**config.mk**
```make
export PLATFORM = sky130hd
export DESIGN_NAME = regfile_mp
export DESIGN_NICKNAME = d
export VERILOG_FILES = /design/src/rtl/mips_pkg.sv /design/src/rtl/regfile_scoreboard.sv /design/src/rtl/regfile_mp.sv
export SDC_FILE = /design/constraint.sdc
export NUM_CORES = 2
export LEC_CHECK = 0
export ABC_AREA = 1
export CORE_UTILIZATION = 40
export DETAILED_ROUTE_END_ITERATION = 7
export DONT_BUFFER_PORTS = 1
export HOLD_SLACK_MARGIN = 0.02
export PLACE_DENSITY = 0.68
export SETUP_SLACK_MARGIN = 0.5
export SLEW_MARGIN = 5
export SYNTH_ARGS = -nofsm -noshare
export SYNTH_HDL_FRONTEND = slang
export SYNTH_HIERARCHICAL = 1
export SYNTH_SLANG_ARGS = --single-unit
```
**constraint.sdc**
```tcl
create_clock -name clk -period 4.2 [get_ports clk]
set_input_delay 1.26 -clock clk [delete_from_list [all_inputs] [get_ports clk]]
set_output_delay 1.26 -clock clk [all_outputs]
set_load 0.1 [all_outputs]
```
**src/rtl/mips_pkg.sv**
```systemverilog
// Shared MIPS core constants and types.
// Used by regfile_mp and regfile_scoreboard (optional REGFILE_BYPASS_EN forwarding).
package mips_pkg;

    localparam int unsigned DATA_W_DEF   = 32;
    localparam int unsigned NUM_REGS_DEF = 32;

    typedef logic [4:0] reg_addr_t;

    localparam reg_addr_t REG_ZERO = 5'd0;

endpackage : mips_pkg

```
**src/rtl/regfile_scoreboard.sv**
```systemverilog
// Pending-load scoreboard: one busy bit per register plus per-port busy lookup.
// With REGFILE_BYPASS_EN defined, a same-cycle load return hides the busy bit.
module regfile_scoreboard
    import mips_pkg::*;
#(
    parameter int unsigned NUM_REGS = NUM_REGS_DEF,
    parameter int unsigned ADDR_W   = $clog2(NUM_REGS),
    parameter int unsigned NUM_RD   = 2
) (
    input  logic                     clk,
    input  logic                     rst_n,
    input  logic [NUM_RD*ADDR_W-1:0] rd_addr,
    output logic [NUM_RD-1:0]        rd_busy,
    input  logic                     wb_en,
    input  logic [ADDR_W-1:0]        wb_addr,
    input  logic                     ld_issue,
    input  logic [ADDR_W-1:0]        ld_addr
);

    localparam logic [ADDR_W-1:0] AddrZero = ADDR_W'(REG_ZERO);

    logic [NUM_REGS-1:0] r_busy;
    logic [NUM_REGS-1:0] w_busy_d;
    logic [ADDR_W-1:0]   w_rd_addr [NUM_RD];

    // Clear first so a load issued over a returning one keeps the bit set.
    always_comb begin
        w_busy_d = r_busy;
        if (wb_en) begin
            w_busy_d[wb_addr] = 1'b0;
        end
        if (ld_issue) begin
            w_busy_d[ld_addr] = 1'b1;
        end
        w_busy_d[0] = 1'b0;
    end

    always_ff @(posedge clk or negedge rst_n) begin
        if (!rst_n) begin
            r_busy <= '0;
        end else begin
            r_busy <= w_busy_d;
        end
    end

    always_comb begin
        rd_busy = '0;
        for (int i = 0; i < NUM_RD; i++) begin
            w_rd_addr[i] = rd_addr[i*ADDR_W +: ADDR_W];
            if (w_rd_addr[i] != AddrZero) begin
                rd_busy[i] = r_busy[w_rd_addr[i]];
`ifdef REGFILE_BYPASS_EN
                if (wb_en && (wb_addr == w_rd_addr[i])) begin
                    rd_busy[i] = 1'b0;
                end
`endif
            end
        end
    end

endmodule : regfile_scoreboard

```
**src/rtl/regfile_mp.sv**
```systemverilog
// Multi-port register file: two write ports (ALU, load return), NUM_RD read ports, r0 = 0.
// Optional feature macro: REGFILE_BYPASS_EN forwards same-cycle write data to the reads.
module regfile_mp
    import mips_pkg::*;
#(
    parameter int unsigned DATA_W   = DATA_W_DEF,
    parameter int unsigned NUM_REGS = NUM_REGS_DEF,
    parameter int unsigned ADDR_W   = $clog2(NUM_REGS),
    parameter int unsigned NUM_RD   = 2
) (
    input  logic                     clk,
    input  logic                     rst_n,
    input  logic [NUM_RD*ADDR_W-1:0] rd_addr,
    output logic [NUM_RD*DATA_W-1:0] rd_data,
    output logic [NUM_RD-1:0]        rd_busy,
    input  logic                     wa_en,
    input  logic [ADDR_W-1:0]        wa_addr,
    input  logic [DATA_W-1:0]        wa_data,
    input  logic                     wb_en,
    input  logic [ADDR_W-1:0]        wb_addr,
    input  logic [DATA_W-1:0]        wb_data,
    input  logic                     ld_issue,
    input  logic [ADDR_W-1:0]        ld_addr,
    output logic                     stall
);

    localparam logic [ADDR_W-1:0] AddrZero = ADDR_W'(REG_ZERO);

    logic [DATA_W-1:0] r_regs [NUM_REGS];
    logic [ADDR_W-1:0] w_rd_addr [NUM_RD];
    logic [DATA_W-1:0] w_rd_val [NUM_RD];
    logic              w_wa_ok;
    logic              w_wb_ok;

    assign w_wa_ok = wa_en && (wa_addr != AddrZero);
    assign w_wb_ok = wb_en && (wb_addr != AddrZero);

    // Entry 0 is never written, so it stays at its reset value of zero.
    always_ff @(posedge clk or negedge rst_n) begin
        if (!rst_n) begin
            for (int r = 0; r < NUM_REGS; r++) begin
                r_regs[r] <= '0;
            end
        end else begin
            for (int r = 1; r < NUM_REGS; r++) begin
                if (w_wb_ok && (wb_addr == ADDR_W'(r))) begin
                    r_regs[r] <= wb_data;
                end else if (w_wa_ok && (wa_addr == ADDR_W'(r))) begin
                    r_regs[r] <= wa_data;
                end
            end
        end
    end

    always_comb begin
        rd_data = '0;
        for (int i = 0; i < NUM_RD; i++) begin
            w_rd_addr[i] = rd_addr[i*ADDR_W +: ADDR_W];
            w_rd_val[i]  = '0;
            for (int r = 1; r < NUM_REGS; r++) begin
                if (w_rd_addr[i] == ADDR_W'(r)) begin
                    w_rd_val[i] = r_regs[r];
                end
            end
`ifdef REGFILE_BYPASS_EN
            if (w_wb_ok && (wb_addr == w_rd_addr[i])) begin
                w_rd_val[i] = wb_data;
            end else if (w_wa_ok && (wa_addr == w_rd_addr[i])) begin
                w_rd_val[i] = wa_data;
            end
`endif
            rd_data[i*DATA_W +: DATA_W] = w_rd_val[i];
        end
    end

    regfile_scoreboard #(
        .NUM_REGS (NUM_REGS),
        .ADDR_W   (ADDR_W),
        .NUM_RD   (NUM_RD)
    ) u_scoreboard (
        .clk      (clk),
        .rst_n    (rst_n),
        .rd_addr  (rd_addr),
        .rd_busy  (rd_busy),
        .wb_en    (wb_en),
        .wb_addr  (wb_addr),
        .ld_issue (ld_issue),
        .ld_addr  (ld_addr)
    );

    assign stall = |rd_busy;

endmodule : regfile_mp
```
Word-level counts from Yosys, hierarchy flattened
Index checks and enable logic that the tools add are counted.
- bits in registers: 1023
- word-level logic and storage cells: 403
- $lt $le $gt $ge: 6
- eq/ne operators: 124
- mux-type cells: 136
- bitwise logic cells: 3
- reductions and logical operators: 102
- operators by type and width (kind ; number):
    32-bit two-way mux ; 126
    5-bit equality test (second input constant) ; 64
    5-bit by 4-bit equality test with 1-bit output (second input constant) ; 32
    5-bit by 3-bit equality test with 1-bit output (second input constant) ; 16
    1-bit logical AND ; 66
    2-bit nonzero test ; 31
    5-bit by 2-bit equality test with 1-bit output (second input constant) ; 8
    32-bit AND ; 1
    32-bit NOT ; 1
    32-bit bitwise OR ; 1
    5-bit by 6-bit < comparator with 1-bit output (second input constant) ; 4
    5-bit by 1-bit equality test with 1-bit output (second input constant) ; 4
    5-bit nonzero test ; 4
    1-bit binary-select mux with 5-bit select ; 2
    1-bit demux with 5-bit select ; 2
    5-bit by 1-bit >= comparator with 1-bit output (second input constant) ; 2
    1-bit two-way mux ; 6
    2-bit OR reduction ; 1

Longest topological paths before layout
- depth in word-level cells: 32
- depth in mapped cells: 23
- mapped depth without buffers: 22

Modules after synthesis
The synthesis kept the hierarchy.
- modules (own cells, without submodules) (module ; instances ; cells each ; area each (um2) ; seq. area each (um2)):
    regfile_mp ; 1 ; 8936 ; 60887.1 ; 24823.8
    regfile_scoreboard ; 1 ; 312 ; 2048.2 ; 775.7

Worst setup path before layout
Ideal clock, no wire load.
- path type: input to output
- start: input rd_addr[4]
- end: output rd_data[15]
- arrival: 3.851 ns
- setup slack: -0.911 ns
- stages on the path: 21
- buffers on the path: 4
- path through: buf_4 inv_2 buf_6 buf_6 buf_6 nand4_1 nand3_1 nor2_1 nand4_1 nor2_1 nand4_1 nor2_1 nand4_1 nor2_1 nand4_1 nor2_1 nand4_1 nor2_1 nand4_1 nor2_1 nand4_1
- longest elaborated chain between the ends: 32
- ends and longest elaborated chain (element ; RTL line ; text):
    start, declared ; regfile_mp.sv:13 ; input logic [NUM_RD*ADDR_W-1:0] rd_addr,
    5-bit by 1-bit equality test with 1-bit output ; regfile_mp.sv:61 ; if (w_rd_addr[i] == ADDR_W'(r)) begin
    32-bit two-way mux (30 in a row) ; regfile_mp.sv:61 ;
    32-bit two-way mux (*) ; regfile_mp.sv:61 ;
    end, declared ; regfile_mp.sv:14 ; output logic [NUM_RD*DATA_W-1:0] rd_data,
Mark *: on every way between the ends. The rest lies on a longest branch, timed or not.

Worst setup path after layout
- start: input rd_addr[5]
- end: output rd_data[58]
Same word-level chain as after synthesis.

==> results.yml <==
run_status:
  status: "complete, but fails checks"
  violated_checks: "DRC, setup timing"
critical_path:
  critPathCaptureType: "primary output"
  worstSetupStartpointType: "primary input"
  timing.critical_path.cells: "clkinv_16 -> nor2_4 -> buf_6 -> nand2_4 -> nor2_4 -> buf_12 -> buf_4 -> buf_6 -> nand2_2 -> nand4_1 -> nor2_2 -> nand4_1 -> nor2_1 -> nand4_1 -> nor2_1 -> buf_4 -> nand4_1 -> nor2_1 -> nand4_1 -> nor2_2 -> nand4_1 -> nor2_1 -> nand4_1 -> buf_12"
  setup.worst_path.class: "in2out"
  data_required_time_of_the_critical_path_ns: 2.94
  worstPathArrival_ns: 4.76
  critPathMaxStageDelay_ns: 0.27
  critPathSlowestCell: "sky130_fd_sc_hd__nand4_1"
  critical_path.most_common_cell: "sky130_fd_sc_hd__nand4_1"
  largest_fanout_of_any_net_on_the_critical_path: 23
logic_synthesis:
  adder_and_majority_gate_portion_of_the_synthesized_area: 0
  netlist_top_cells_area: "sky130_fd_sc_hd__dfrtp_1, sky130_fd_sc_hd__nand2_1, sky130_fd_sc_hd__nor2_1"
  sequential_to_total_area_share_from_yosys_stat: 0.407
  synth_flop_cell: "sky130_fd_sc_hd__dfrtp_1"
  syn-instance-count: 9248
  synth_area_per_inst_um2: 6.81
  synth-edff-count: 0
  async_reset_ff_frac: 1.00
  ys_ff_latch: 1023
  main_combinational_cell_family_by_area_after_synthesis: "simple AND/OR/NAND/NOR gates"
  synth-compound-area-share: 0.157
  post-synth-top-area-fraction: 0.407
  synthXorXnorAreaFrac: 0
  syn_area_um2: 62900
  cell_type_with_the_largest_total_area_after_synthesis: "sky130_fd_sc_hd__dfrtp_1"
  ys.warnings.count: 6
  yosys-mux-area-fraction: 0
  synth_most_common_cell: "sky130_fd_sc_hd__nand2_1"
  yosys.area_share.simple: 0.347
  top_cells_by_instance_count_after_synthesis: "sky130_fd_sc_hd__nand2_1, sky130_fd_sc_hd__nor2_1, sky130_fd_sc_hd__dfrtp_1"
  synth_cell_type_count: 36
  synthesis.nets: 9342
power:
  power.sequential.fraction: 0.419
  pwr_dens_nw_per_um2: 444
  p_leak_uw: 0.0348
  max_ir_drop_vdd_mv: 0.449
  power.internal_uw: 22200
  p_comb_frac: 0.259
  switchingPower_uw: 12600
  power.share.clock: 0.322
  switching_share: 0.362
floorplan:
  die_outline_width_um: 399
  num_rows: 145
  num_io_pins: 161
  coreArea_um2: 156000
  initial_core_util: 0.403
  die_height_um: 399
  dieArea_um2: 159000
route:
  drt_iter0_markers: 11200
  postRouteAntennaNets: 0
  wl_um: 326000
  drt_pre_antenna_iters: 8
  detail_routed_net_length_per_standard_cell_um: 28.0
  drt-vias-per-instance: 6.29
  num_vias: 73200
  route.detailed.drc: 2
sta:
  finalHoldViolations: 0
  timing_worst_slew_pin_value_ns: 1.22
  fin_crit_sh: 1.43
  final.setup_skew_ns: 0
  setup_slack_after_layout_ns: -1.82
  hold_ws_ns: 0.425
  fmaxAchievable_ghz: 0.166
  timing.final.max_slew_violations: 0
  slew-limit-headroom: 0.187
  final.min_clock_period_ns: 6.02
  timing.final.setup_violations: 64
  setup_repair_after_global_routing_missed_its_margin: "yes"
placement:
  gp_congestion: 1.04
  detailed_place_hpwl_um: 224000
  port_buffer_cells: 0
  placed_cells_incl_taps: 11300
cts:
  clock-root-buffer: "sky130_fd_sc_hd__clkbuf_16"
  cts.sink_count: 1023
  clkTransAtPathRegs_ns: 0.07
  cts.htree.levels: 3
  cts_tree: "yes"
  cts-buffers-inserted: 119
  clkLatencyLatePin_ns: 0.82
  clock_tree.buffer_depth: 3
global_route:
  grt_use_total: 0.401
  global_route_overflow: 0
  grt_max_degree: 115
  via_count_of_the_first_global_routing_pass: 67500
  antenna_violations_before_repair: 12
  grt_pass1_wl_um: 471000
final_layout:
  regArea_um2: 25600
  layout.core_utilization: 0.503
  fin_nets: 9554
  fin_cells: 11600
  number_of_fillers_in_the_final_layout: 15000
  drive_gt1_frac: 0.170
  area_growth_pct: 24.8
  total_area_of_multi_input_combinational_cells_um2: 34000
min_path:
  holdCritPathClass: "in2async"
flow_run:
  drv_cap: 0
==> state kept, by name, summed over array words and instances (netlist names) <==
register,flops
u_scoreboard/r_busy,31
r_regs,992
==> worst max-delay path, delay by kind of cell <==
| kind | cells | cell delay (ns) |
|---|---|---|
| buffers and inverters | 7 | 0.94 |
| and+or+nand+nor | 17 | 2.52 |
==> final timing paths <==
kind,from,depth (start not counted),to,slack (ns)
worst min-delay path,rst_n,1,r_regs[510]$_DFFE_PN0P_,0.42
worst max register to register,r_regs[953]$_DFFE_PN0P_,2,r_regs[953]$_DFFE_PN0P_,3.23
worst min register to register,r_regs[513]$_DFFE_PN0P_,2,r_regs[513]$_DFFE_PN0P_,0.51
min in group clk,r_regs[513]$_DFFE_PN0P_,2,r_regs[513]$_DFFE_PN0P_,0.51
worst max-delay path,rd_addr[5],24,rd_data[58],-1.82
max in group asynchronous,rst_n,2,r_regs[4]$_DFFE_PN0P_,2.58
==> routing by layer <==
metal | share of wire | vias up | routed length (um) | track usage
met3 | 0.14 | 1172 | 45400 | 0.129
met1 | 0.37 | 35000 | 122000 | 0.523
met4 | 0.072 | 4 | 23400 | 0.247
met5 | 0.000061 | - | 20 | 0
met2 | 0.41 | 5484 | 135000 | 0.574
li1 | - | 31500 | - | -
==> cell families after synthesis <==
kind of cell	after synthesis
AOI/OAI and AO/OA	1638
and+or+nand+nor	5142
buffers and inverters	1445
DFF	1023
==> final cells by class <==
type / count / area share
Antenna cell: 16 / 0.000510
Clock buffer: 178 / 0.0451
Clock inverter: 43 / 0.00752
Inverter: 666 / 0.0343
Multi-Input combinational cell: 6785 / 0.433
Sequential cell: 1023 / 0.326
Tap cell: 2058 / 0.0328
Timing Repair Buffer: 865 / 0.120
==> power by group through the flow <==
stage	logic (uW)	clock network [uW]	registers, uW
2_1_floorplan	5540	0	14000
3_3_place_gp	8230	0	14500
3_5_place_dp	8430	0	14600
4_1_cts	8700	11200	14500
5_1_grt	9720	11600	14800
6_report	9010	11200	14600
==> layout by cell type, fill, tap and decap left out, types with 8 or more instances in the layout <==
cell type	synthesis	final
sky130_fd_sc_hd__buf_6	15	96
sky130_fd_sc_hd__nor3_2	1	10
sky130_fd_sc_hd__buf_12	0	180
sky130_fd_sc_hd__clkinv_2	1	26
sky130_fd_sc_hd__nand3_1	748	665
sky130_fd_sc_hd__bufinv_16	0	10
sky130_fd_sc_hd__o21ai_4	0	8
sky130_fd_sc_hd__clkbuf_1	686	26
sky130_fd_sc_hd__o21ai_0	802	798
sky130_fd_sc_hd__buf_8	0	14
sky130_fd_sc_hd__inv_2	27	17
sky130_fd_sc_hd__buf_4	7	563
sky130_fd_sc_hd__a31oi_1	341	341
sky130_fd_sc_hd__o221ai_1	122	122
sky130_fd_sc_hd__clkinv_1	38	36
sky130_fd_sc_hd__nor2_1	1191	961
sky130_fd_sc_hd__nand3_4	0	29
sky130_fd_sc_hd__o211ai_1	310	310
sky130_fd_sc_hd__nand4_1	553	553
sky130_fd_sc_hd__nand2_2	6	113
sky130_fd_sc_hd__nand2_4	3	24
sky130_fd_sc_hd__nor2_4	5	49
sky130_fd_sc_hd__diode_2	0	16
sky130_fd_sc_hd__a21oi_1	45	38
sky130_fd_sc_hd__clkbuf_16	0	123
sky130_fd_sc_hd__nand2_8	0	12
sky130_fd_sc_hd__clkbuf_8	0	32
sky130_fd_sc_hd__inv_1	597	593
sky130_fd_sc_hd__nand3_2	2	56
sky130_fd_sc_hd__dfrtp_1	1023	1023
sky130_fd_sc_hd__nor2_2	12	203
sky130_fd_sc_hd__nand2_1	2589	2449
sky130_fd_sc_hd__or2_2	9	8
==> metrics by stage <==
stage | setup WS (ns) | total power (uW) | TNS, ns | area (um^2)
floorplan | -0.842 | 19500 | -38.88 | 63500
CTS | -1.52 | 34400 | -86.04 | 77100
global placement | -1.86 | 22800 | -100.19 | 70900
detailed placement | -1.78 | 23000 | -100.01 | 70900
global route | -1.79 | 36200 | -99.58 | 78500
finish | -1.82 | 34800 | -95.68 | 78500
==> repair_timing <==
action | 4_1_cts | 5_1_grt
setup endpoints to repair | 65 | 67
hold endpoints to repair | 0 | 0
pin swaps | 249 | 331
hold buffers | 0 | 0
cloned | 11 | 5
setup buffers | 46 | 48
resized for setup | 417 | 234
Power figures use the tool's default switching activity.
